==> src/rtl/mux2_demux4.sv <==
// Registered 2:1 mux and 1:4 demux steering stage with one clock and a synchronous active-high reset.
// Optional clock enable port `ce` is present when MUX_DEMUX_CE_EN is defined.
module mux2_demux4 #(
  parameter int unsigned WIDTH = 1
) (
  input  logic                 clk,
  input  logic                 rst,
`ifdef MUX_DEMUX_CE_EN
  input  logic                 ce,
`endif
  input  logic [2*WIDTH-1:0]   mux_i,
  input  logic                 mux_sel,
  output logic [WIDTH-1:0]     mux_y,
  input  logic [WIDTH-1:0]     demux_i,
  input  logic [1:0]           demux_sel,
  output logic [4*WIDTH-1:0]   demux_y
);

  logic [WIDTH-1:0]   mux_d, mux_q;
  logic [4*WIDTH-1:0] demux_d, demux_q;
  logic               upd;

`ifdef MUX_DEMUX_CE_EN
  assign upd = ce;
`else
  assign upd = 1'b1;
`endif

  always_comb begin
    mux_d = mux_sel ? mux_i[2*WIDTH-1:WIDTH] : mux_i[WIDTH-1:0];
  end

  // Unselected lanes clear rather than hold.
  always_comb begin
    demux_d = '0;
    unique case (demux_sel)
      2'd0: demux_d[0*WIDTH +: WIDTH] = demux_i;
      2'd1: demux_d[1*WIDTH +: WIDTH] = demux_i;
      2'd2: demux_d[2*WIDTH +: WIDTH] = demux_i;
      2'd3: demux_d[3*WIDTH +: WIDTH] = demux_i;
      default: demux_d = '0;
    endcase
  end

  always_ff @(posedge clk) begin
    if (rst) begin
      mux_q   <= '0;
      demux_q <= '0;
    end else if (upd) begin
      mux_q   <= mux_d;
      demux_q <= demux_d;
    end
  end

  assign mux_y   = mux_q;
  assign demux_y = demux_q;

endmodule

==> config.mk <==
export PLATFORM = sky130hd
export DESIGN_NAME = mux2_demux4
export DESIGN_NICKNAME = d
export VERILOG_FILES = /design/src/rtl/mux2_demux4.sv
export SDC_FILE = /design/constraint.sdc
export NUM_CORES = 1
export LEC_CHECK = 0
export BUFFER_PORTS_ARGS = -buffer_cell sky130_fd_sc_hd__buf_4
export CAP_MARGIN = 25
export CELL_PAD_IN_SITES_DETAIL_PLACEMENT = 1
export CELL_PAD_IN_SITES_GLOBAL_PLACEMENT = 1
export CORE_AREA = 2 2 39 41
export DETAILED_ROUTE_END_ITERATION = 10
export DIE_AREA = 0 0 41 43
export PLACE_DENSITY_LB_ADDON = 0.05
export RECOVER_POWER = 50
export SYNTH_ARGS = -nofsm -noshare
export SYNTH_HDL_FRONTEND = slang
export SYNTH_SLANG_ARGS = --single-unit
==> constraint.sdc <==
create_clock -name clk -period 1.3 [get_ports clk]
set_input_delay 0.39 -clock clk [delete_from_list [all_inputs] [get_ports clk]]
set_output_delay 0.39 -clock clk [all_outputs]
set_load 0.01 [all_outputs]
Word level (Yosys, flattened, before mapping)
Index checks and enable logic that the tools add are counted.

Output and inout bits: 5. Word-level logic and storage cells: 18. Memories: 0. Register bits: 5. Input port bits: 8. Memory bits (read-only): 0. Memory bits (writable): 0. Latch bits: 0.

Equality and inequality tests: 3. Add/subtract/negate cells: 0. Shifts and indexed selects: 0. Reduce and logical (&&, ||, !) cells: 5. Muxes and demuxes: 1. Multipliers: 0. Divide/modulo/power cells: 0. Bitwise logic cells: 4. Magnitude comparators: 0.

Operator list (number): $reduce_or A2 Y1 (4); $eq A2 B2 Y1 const B (2); $not A1 Y1 (4); $eq A2 B1 Y1 const B (1); $logic_not A2 Y1 (1); $mux W1 (1).

Logic depth before layout (Yosys ltp)
Gate-level depths: netlist of the first run.

Depth after elaboration: 3. Gate-level depth with buffers: 2. Mapped depth without buffers: 2.

Least setup slack after synthesis of the first run
No wires, ideal clock.

Kind: reg2out. Start point: reg demux_q[0] (netlist: demux_y[0]). End point: out demux_y[0]. Stages on the path, launching flop included: 1. Data required time: 910 ps. Arrival: 331 ps. Setup slack: 579 ps. Buffers on the path: 0. Path through: dfxtp_1.

RTL lines: start, declared (line 20) `logic [4*WIDTH-1:0] demux_d, demux_q;`; start signal, assigned (line 51) `demux_q <= demux_d;`; end, declared (line 16) `output logic [4*WIDTH-1:0] demux_y`.

No word-level cell between the ends.

Worst setup path in the final report of the first run
Start point: reg mux_q (netlist: mux_y). End point: out mux_y.

RTL lines: start, declared (line 19) `logic [WIDTH-1:0] mux_d, mux_q;`; start signal, assigned (line 50) `mux_q <= mux_d;`; end, declared (line 13) `output logic [WIDTH-1:0] mux_y,`.

No word-level cell between the ends.

==> flow_summary.toml, run 1 <==
[layout]
layout.cells.non_filler = 43
fillers = 168
syn_to_final_growth_pct = 71.97
n_antenna_cell = 0
num-nets-final = 36
final_core_util = 0.2052
layout-drive-gt1-share = 0.5556
fin_area_um2 = 284.0

[clocking]
htreeDepth = 1
cts_inserted_buffers = 3
cts.sinks = 5
post_cts_resized = 0
path_clk_slew_ns = 0.04
cts_tree = "done"
cts_setup_buffers = 0
clk_path_buf_depth = 2
cts-root-buf = "clkbuf_4"
hold_buffers = 0

[routing]
ant_nets = 0
dr.first_iter.drc_count = 1
first_pass_iters = 2
viasPerCell = 3.512
via_count = 151
drt-total-wl_um = 477
post_drt_wl_per_cell_um = 11.09
drc = 0

[pwr]
clkPwrFrac = 0.464
power_density_nw_per_um2 = 1298
p_int_mw = 0.2968
combPwrFrac = 0.099
p_sw_frac = 0.1945
cellLeakagePower_nw = 0.1272
p_seq_frac = 0.436
ir_worst_vdd_uv = 217.8
p_sw_mw = 0.07170

[sta]
layout_setup_ws_ns = 0.2481
hold_violations = 0
finalSetupViolCount = 0
layout_min_cycle_time_ns = 1.052
fin_crit_sh = 0.8091
maxSlewViolCount = 0
rsz0062_at_grt = "no"
slew_headroom = 0.8272
fmax_mhz = 950.7
tightest_slew_ns = 0.2556
fin_setup_tns_ns = 0

[global_routing]
gr-usage-met2 = 0.07500
grt_pass1_wl_um = 627
top_usage_layer = "met4"
track_usage = 0.06928
first_global_vias = 143
use_met1 = 0.06109
grt_max_degree = 6
antenna_found_initial = 0
met3_usage = 0.07330
grt_overflow = 0

[synthesis]
synth_area_leader_cell = "dfxtp_1"
synth_top_cell_area_share = 0.6061
synth.area.top_cells = "dfxtp_1 (61%), and4bb_2 (15%), nor4b_2 (9.1%)"
syn_area_um2 = 165.2
yosysWarnings = 0
syn-num-nets = 19
synth-seq-area-share = 0.6061
ys_seq_elements = 5
synthDistinctLibCells = 6
synth.avg_cell_area_um2 = 15.01
synth_cells = 11

[worst_setup_path]
cpLargestDelayFamily = "flip-flops"
cp-start-kind = "flop"
critPathArrivalTime_ns = 0.66
worst-path-buf-inv = 1
worstPathCellList = "buf_4"
critPathSlowestCell = "dfxtp_1"
cp-end-kind = "primary output"
crit_required_ns = 0.91
criticalPathCategory = "flop to primary output"
crit_fanout = 1
cp_slowest_stage_delay_ns = 0.29

[die]
fp.dieH_um = 43
die_x_um = 41
rows = 14
io_pins = 13
die_area_um2 = 1763
initial_core_util = 0.1193
core_um2 = 1384

[place]
gp_congestion = 0.6406
dpl-instance-area_um2 = 275.3
port-buffer-count = 12
dp_slack_ns = 0.4245
dp.cells = 39

[hold_path]
hold_class = "input pin to flop"

[outcome]
status = "complete, no violations"

[flow_run]
cap_violations = 0
[final timing paths]
| path | cells after the start | end | slack (ns) | start |
|---|---|---|---|---|
| worst max-delay path | 1 | mux_y | 0.25 | mux_y |
| worst min-delay path | 2 | demux_y[0] | 0.34 | demux_sel[1] |
[synth_stat cells]
master,n
dfxtp_1,5
nor2_1,1
mux2i_1,1
and4b_2,1
and4bb_2,2
nor4b_2,1
[state kept, by name (all words and copies together) (netlist names)]
register  count
mux_y         1
demux_y       4
[cell usage in the layout, fill, tap and decap left out]
master    Yosys  layout
buf_4         0       9
dfxtp_1       5       5
clkbuf_1      0       4
clkbuf_4      0       3
and4bb_2      2       2
nor4b_1       0       1
mux2i_1       1       1
nor2_1        1       1
and4b_2       1       1
[logic make-up (layout without fill, tap and decap cells)]
| group | count (synthesis) | in the layout | share of synthesized area |
|---|---|---|---|
| buffers and inverters | 0 | 16 | 0 |
| flip-flops | 5 | 5 | 0.6061 |
| multiplexers | 1 | 1 | 0.06061 |
| AND/OR/NAND/NOR | 5 | 5 | 0.3333 |
[routing by layer]
metal / up-vias / wire (um)
li1: 74 / -
met2: 13 / 182
met1: 64 / 184
met3: 0 / 109
met4: 0 / 0
met5: - / 0
[metrics by stage]
step	hold slack (ns)	total power [mW]
after floorplan	0.4606	0.1742
after global routing	0.3377	0.3905
after detailed placement	0.5871	0.2065
final	0.3413	0.3685
after CTS	0.3271	0.3864
after global placement	0.5840	0.2056
[cell type report]
| class | count | area (um^2) | share of cell area |
|---|---|---|---|
| sequential | 5 | 100.1 | 0.3524 |
| timing repair buffer | 12 | 78.83 | 0.2775 |
| multi-input combinational | 6 | 58.81 | 0.2070 |
| clock buffer | 4 | 26.28 | 0.09251 |
| tap | 16 | 20.02 | 0.07048 |
[power by group through the flow]
stage	Combinational, mW	Sequential (mW)	Clock, mW
6_report	0.0366	0.161	0.171
5_1_grt	0.0405	0.161	0.189
4_1_cts	0.0430	0.161	0.183
3_5_place_dp	0.0430	0.163	0
3_3_place_gp	0.0423	0.163	0
2_1_floorplan	0.00798	0.166	0
Note: power is estimated with default switching activity, not from simulation.
==> run 2: changes to the inputs <==
==> constraint.sdc (replaced) <==
create_clock -name clk -period 1 [get_ports clk]
set_input_delay 0.3 -clock clk [delete_from_list [all_inputs] [get_ports clk]]
set_output_delay 0.3 -clock clk [all_outputs]
set_load 0.01 [all_outputs]
==> flow_summary.toml, run 2 (synthesis results as in run 1) <==
[pwr]
power_density_nw_per_um2 = 1658
ir_worst_vdd_uv = 312.0
cellLeakagePower_nw = 0.1342

[sta]
maxSlewViolCount = 0
slew_headroom = 0.8247
fin_crit_sh = 0.9637
tightest_slew_ns = 0.2593
hold_violations = 0
fmax_mhz = 1038
layout_min_cycle_time_ns = 0.9637
layout_setup_ws_ns = 0.03629
fin_setup_tns_ns = 0
finalSetupViolCount = 0
rsz0062_at_grt = "no"

[routing]
dr.first_iter.drc_count = 0
via_count = 147
top_layer_used = "met3"
drt-total-wl_um = 454
ant_nets = 0
post_drt_wl_per_cell_um = 10.56
drc = 0
dr_wl_met2_um = 176
met3RoutedLength_um = 94
first_pass_iters = 1
wl_met1_um = 183
viasPerCell = 3.419

[clocking]
cts_inserted_buffers = 3
post_cts_resized = 0
cts.sinks = 5
cts_tree = "done"
cts_setup_buffers = 0
clk_path_buf_depth = 2
path_clk_slew_ns = 0.04
htreeDepth = 1
cts-root-buf = "clkbuf_4"
hold_buffers = 0

[die]
io_pins = 13
fp.dieH_um = 43
initial_core_util = 0.1193
die_area_um2 = 1763
die_x_um = 41
core_um2 = 1384
rows = 14

[worst_setup_path]
crit_required_ns = 0.70
crit_fanout = 1
cpLargestDelayFamily = "flip-flops"
cp-end-kind = "primary output"
criticalPathCategory = "flop to primary output"
cp_slowest_stage_delay_ns = 0.29
worstPathCellList = "buf_4"
worst-path-buf-inv = 1
cp-start-kind = "flop"
path_depth = 1
critPathArrivalTime_ns = 0.66
critPathSlowestCell = "dfxtp_1"

[layout]
n_antenna_cell = 0
layout_common_cells = "buf_4 (10), dfxtp_1 (5), clkbuf_4 (4)"
num-nets-final = 36
layout-drive-gt1-share = 0.6296
regArea_um2 = 100.1
multi_input_area_um2 = 58.81
layout_commonest_cell = "buf_4"
largest_register_ffs = 4
fillers = 164
syn_to_final_growth_pct = 76.52

[hold_path]
min_path_cells = 2
hold_class = "input pin to flop"

[global_routing]
track_usage = 0.06426
antenna_found_initial = 0
grt_overflow = 0
first_global_vias = 175
grt_max_degree = 6
grt_pass1_wl_um = 669

[place]
gp_congestion = 0.6089
dp_slack_ns = 0.2165
port-buffer-count = 12

[outcome]
status = "complete, no violations"

[flow_run]
cap_violations = 0
[run 2: cell types whose count changed in the layout (fill, tap and decap cells not counted)]
| cell | before | now |
|---|---|---|
| buf_4 | 9 | 10 |
| clkbuf_1 | 4 | 2 |
| clkbuf_4 | 3 | 4 |
[run 2: cell type report]
| type | count | share of cell area |
|---|---|---|
| clock buffers | 4 | 0.09013 |
| multi-input cells | 6 | 0.2017 |
| flip-flops and latches | 5 | 0.3433 |
| well taps | 16 | 0.06867 |
| repair buffers | 12 | 0.2961 |
[run 2: path summary, 6_finish.rpt]
path                         start          to  slack [ns]
worst max-delay path    demux_y[2]  demux_y[2]        0.04
worst min-delay path  demux_sel[1]  demux_y[0]        0.25
[run 2: routing by layer]
metal / global-route usage / up-vias
met4: 0.08000 / 0
met5: 0 / -
li1: - / 73
met1: 0.07074 / 61
met3: 0.04188 / 0
met2: 0.06875 / 13
[run 2: where the power goes]
group | switching, mW | internal [mW]
Clock | 0.0737 | 0.150
Sequential | 0.00182 | 0.207
Combinational | 0.0189 | 0.0315
Total | 0.0944 | 0.389
[run 2: metrics by stage]
stage	cell area [um^2]	hold slack [ns]	instances	util	power, mW
floorplan	165.2	0.3706	11	-	0.2264
global placement	275.3	0.4955	39	0.1989	0.2665
detailed placement	275.3	0.4975	39	0.1989	0.2671
CTS	301.5	0.2392	43	0.2179	0.5022
global route	291.5	0.2576	43	0.2107	0.5064
finish	291.5	0.2524	43	0.2107	0.4835
==> run 3: changes to the inputs <==
==> constraint.sdc (replaced) <==
create_clock -name clk -period 0.9 [get_ports clk]
set_input_delay 0.27 -clock clk [delete_from_list [all_inputs] [get_ports clk]]
set_output_delay 0.27 -clock clk [all_outputs]
set_load 0.01 [all_outputs]
==> flow_summary.toml, run 3 (synthesis results as in run 1) <==
[layout]
fillers = 159
final_core_util = 0.2333
syn_to_final_growth_pct = 95.46
n_antenna_cell = 0
layout_common_cells = "dfxtp_2 (5), buf_4 (5), buf_6 (5)"
largest_register_ffs = 4
layout-drive-gt1-share = 0.8519
regArea_um2 = 106.4
multi_input_area_um2 = 65.06
num-nets-final = 36

[worst_setup_path]
path_depth = 1
worst-path-buf-inv = 1
cp-end-kind = "primary output"
crit_fanout = 1
cpLargestDelayFamily = "flip-flops"
cp-start-kind = "flop"
crit_required_ns = 0.63
critPathArrivalTime_ns = 0.66
critPathSlowestCell = "dfxtp_2"
cp_slowest_stage_delay_ns = 0.31
crit_path_start = "demux_y[0]"
worstPathCellList = "buf_6"
criticalPathCategory = "flop to primary output"
cp-endpoint = "demux_y[0]"

[clocking]
htreeDepth = 1
cts-root-buf = "clkbuf_4"
cts_tree = "done"
cts.sinks = 5
path_clk_slew_ns = 0.04
hold_buffers = 0
cts_setup_buffers = 0
cts_inserted_buffers = 3
clk_path_buf_depth = 2

[die]
die_area_um2 = 1763
io_pins = 13
rows = 14
core_um2 = 1384
die_x_um = 41
fp.dieH_um = 43
initial_core_util = 0.1193

[routing]
dr.first_iter.drc_count = 0
drc = 0
ant_nets = 0
first_pass_iters = 1
post_drt_wl_per_cell_um = 9.977
viasPerCell = 3.442
via_count = 148
drt-total-wl_um = 429

[sta]
hold_violations = 0
slew_headroom = 0.8765
fmax_mhz = 1080
layout_min_cycle_time_ns = 0.9260
fin_crit_sh = 1.029
layout_setup_ws_ns = -0.02599
maxSlewViolCount = 0
tightest_slew_ns = 0.1848
rsz0062_at_grt = "yes"
finalSetupViolCount = 5

[pwr]
p_int_mw = 0.4391
ir_worst_vdd_uv = 412.2
totalPowerFinal_mw = 0.5470
cellLeakagePower_nw = 0.1417
p_sw_frac = 0.1973
power_density_nw_per_um2 = 1695
p_sw_mw = 0.1079
combPwrFrac = 0.112
clkPwrFrac = 0.458
p_seq_frac = 0.430

[place]
dp_slack_ns = 0.1527
port-buffer-count = 12
gp_congestion = 0.6090

[flow_run]
cap_violations = 0

[global_routing]
antenna_found_initial = 0
grt_overflow = 0
track_usage = 0.05717
first_global_vias = 151
grt_pass1_wl_um = 607
grt_max_degree = 6

[hold_path]
min_path_cells = 2
hp-start = "demux_sel[1]"
hold_class = "input pin to flop"

[outcome]
status = "complete, but fails checks"
violations = "negative setup slack"
-- run 3: worst min path at each step --
stage	to	slack [ns]
finish	demux_y[0]	0.21
global route	demux_y[0]	0.21
CTS	demux_y[0]	0.20
detailed placement	demux_y[0]	0.46
global placement	demux_y[0]	0.47
floorplan	demux_y[0]	0.34
-- run 3: power by group through the flow --
stage                     sequential (mW)  clock [mW]  combinational [mW]
final                               0.235       0.251              0.0610
after floorplan                     0.240           0              0.0115
after CTS                           0.235       0.261              0.0642
after detailed placement            0.236           0              0.0597
after global routing                0.236       0.271              0.0666
after global placement              0.236           0              0.0601
-- run 3: area by class of cell --
cell class                      instances  share of cell area
Multi-Input combinational cell          6              0.2016
Sequential cell                         5              0.3295
Clock buffer                            4             0.08140
Timing Repair Buffer                   12              0.3256
Tap cell                               16             0.06202
-- run 3: per-stage QoR --
step	instance area, um^2	cells	setup TNS, ns	hold slack [ns]
2_1_floorplan	165.2	11	0	0.3406
3_3_place_gp	275.3	39	0	0.4653
3_5_place_dp	275.3	39	0	0.4643
4_1_cts	325.3	43	-0.1604	0.2041
5_1_grt	322.8	43	-0.2157	0.2116
6_report	322.8	43	-0.1169	0.2102
-- run 3: what timing repair did --
| action | in CTS | in global routing |
|---|---|---|
| endpoints found under the hold margin | 0 | 0 |
| gates resized for setup | 9 | 1 |
| endpoints found under the setup margin | 5 | 5 |
-- run 3: metal layers --
layer  GRT usage  vias to the layer above  share of wire
met5           0                        -              0
li1            -                       73              -
met4     0.04000                        0              0
met1     0.07372                       60           0.45
met3     0.05236                        0           0.17
met2     0.05625                       15           0.38
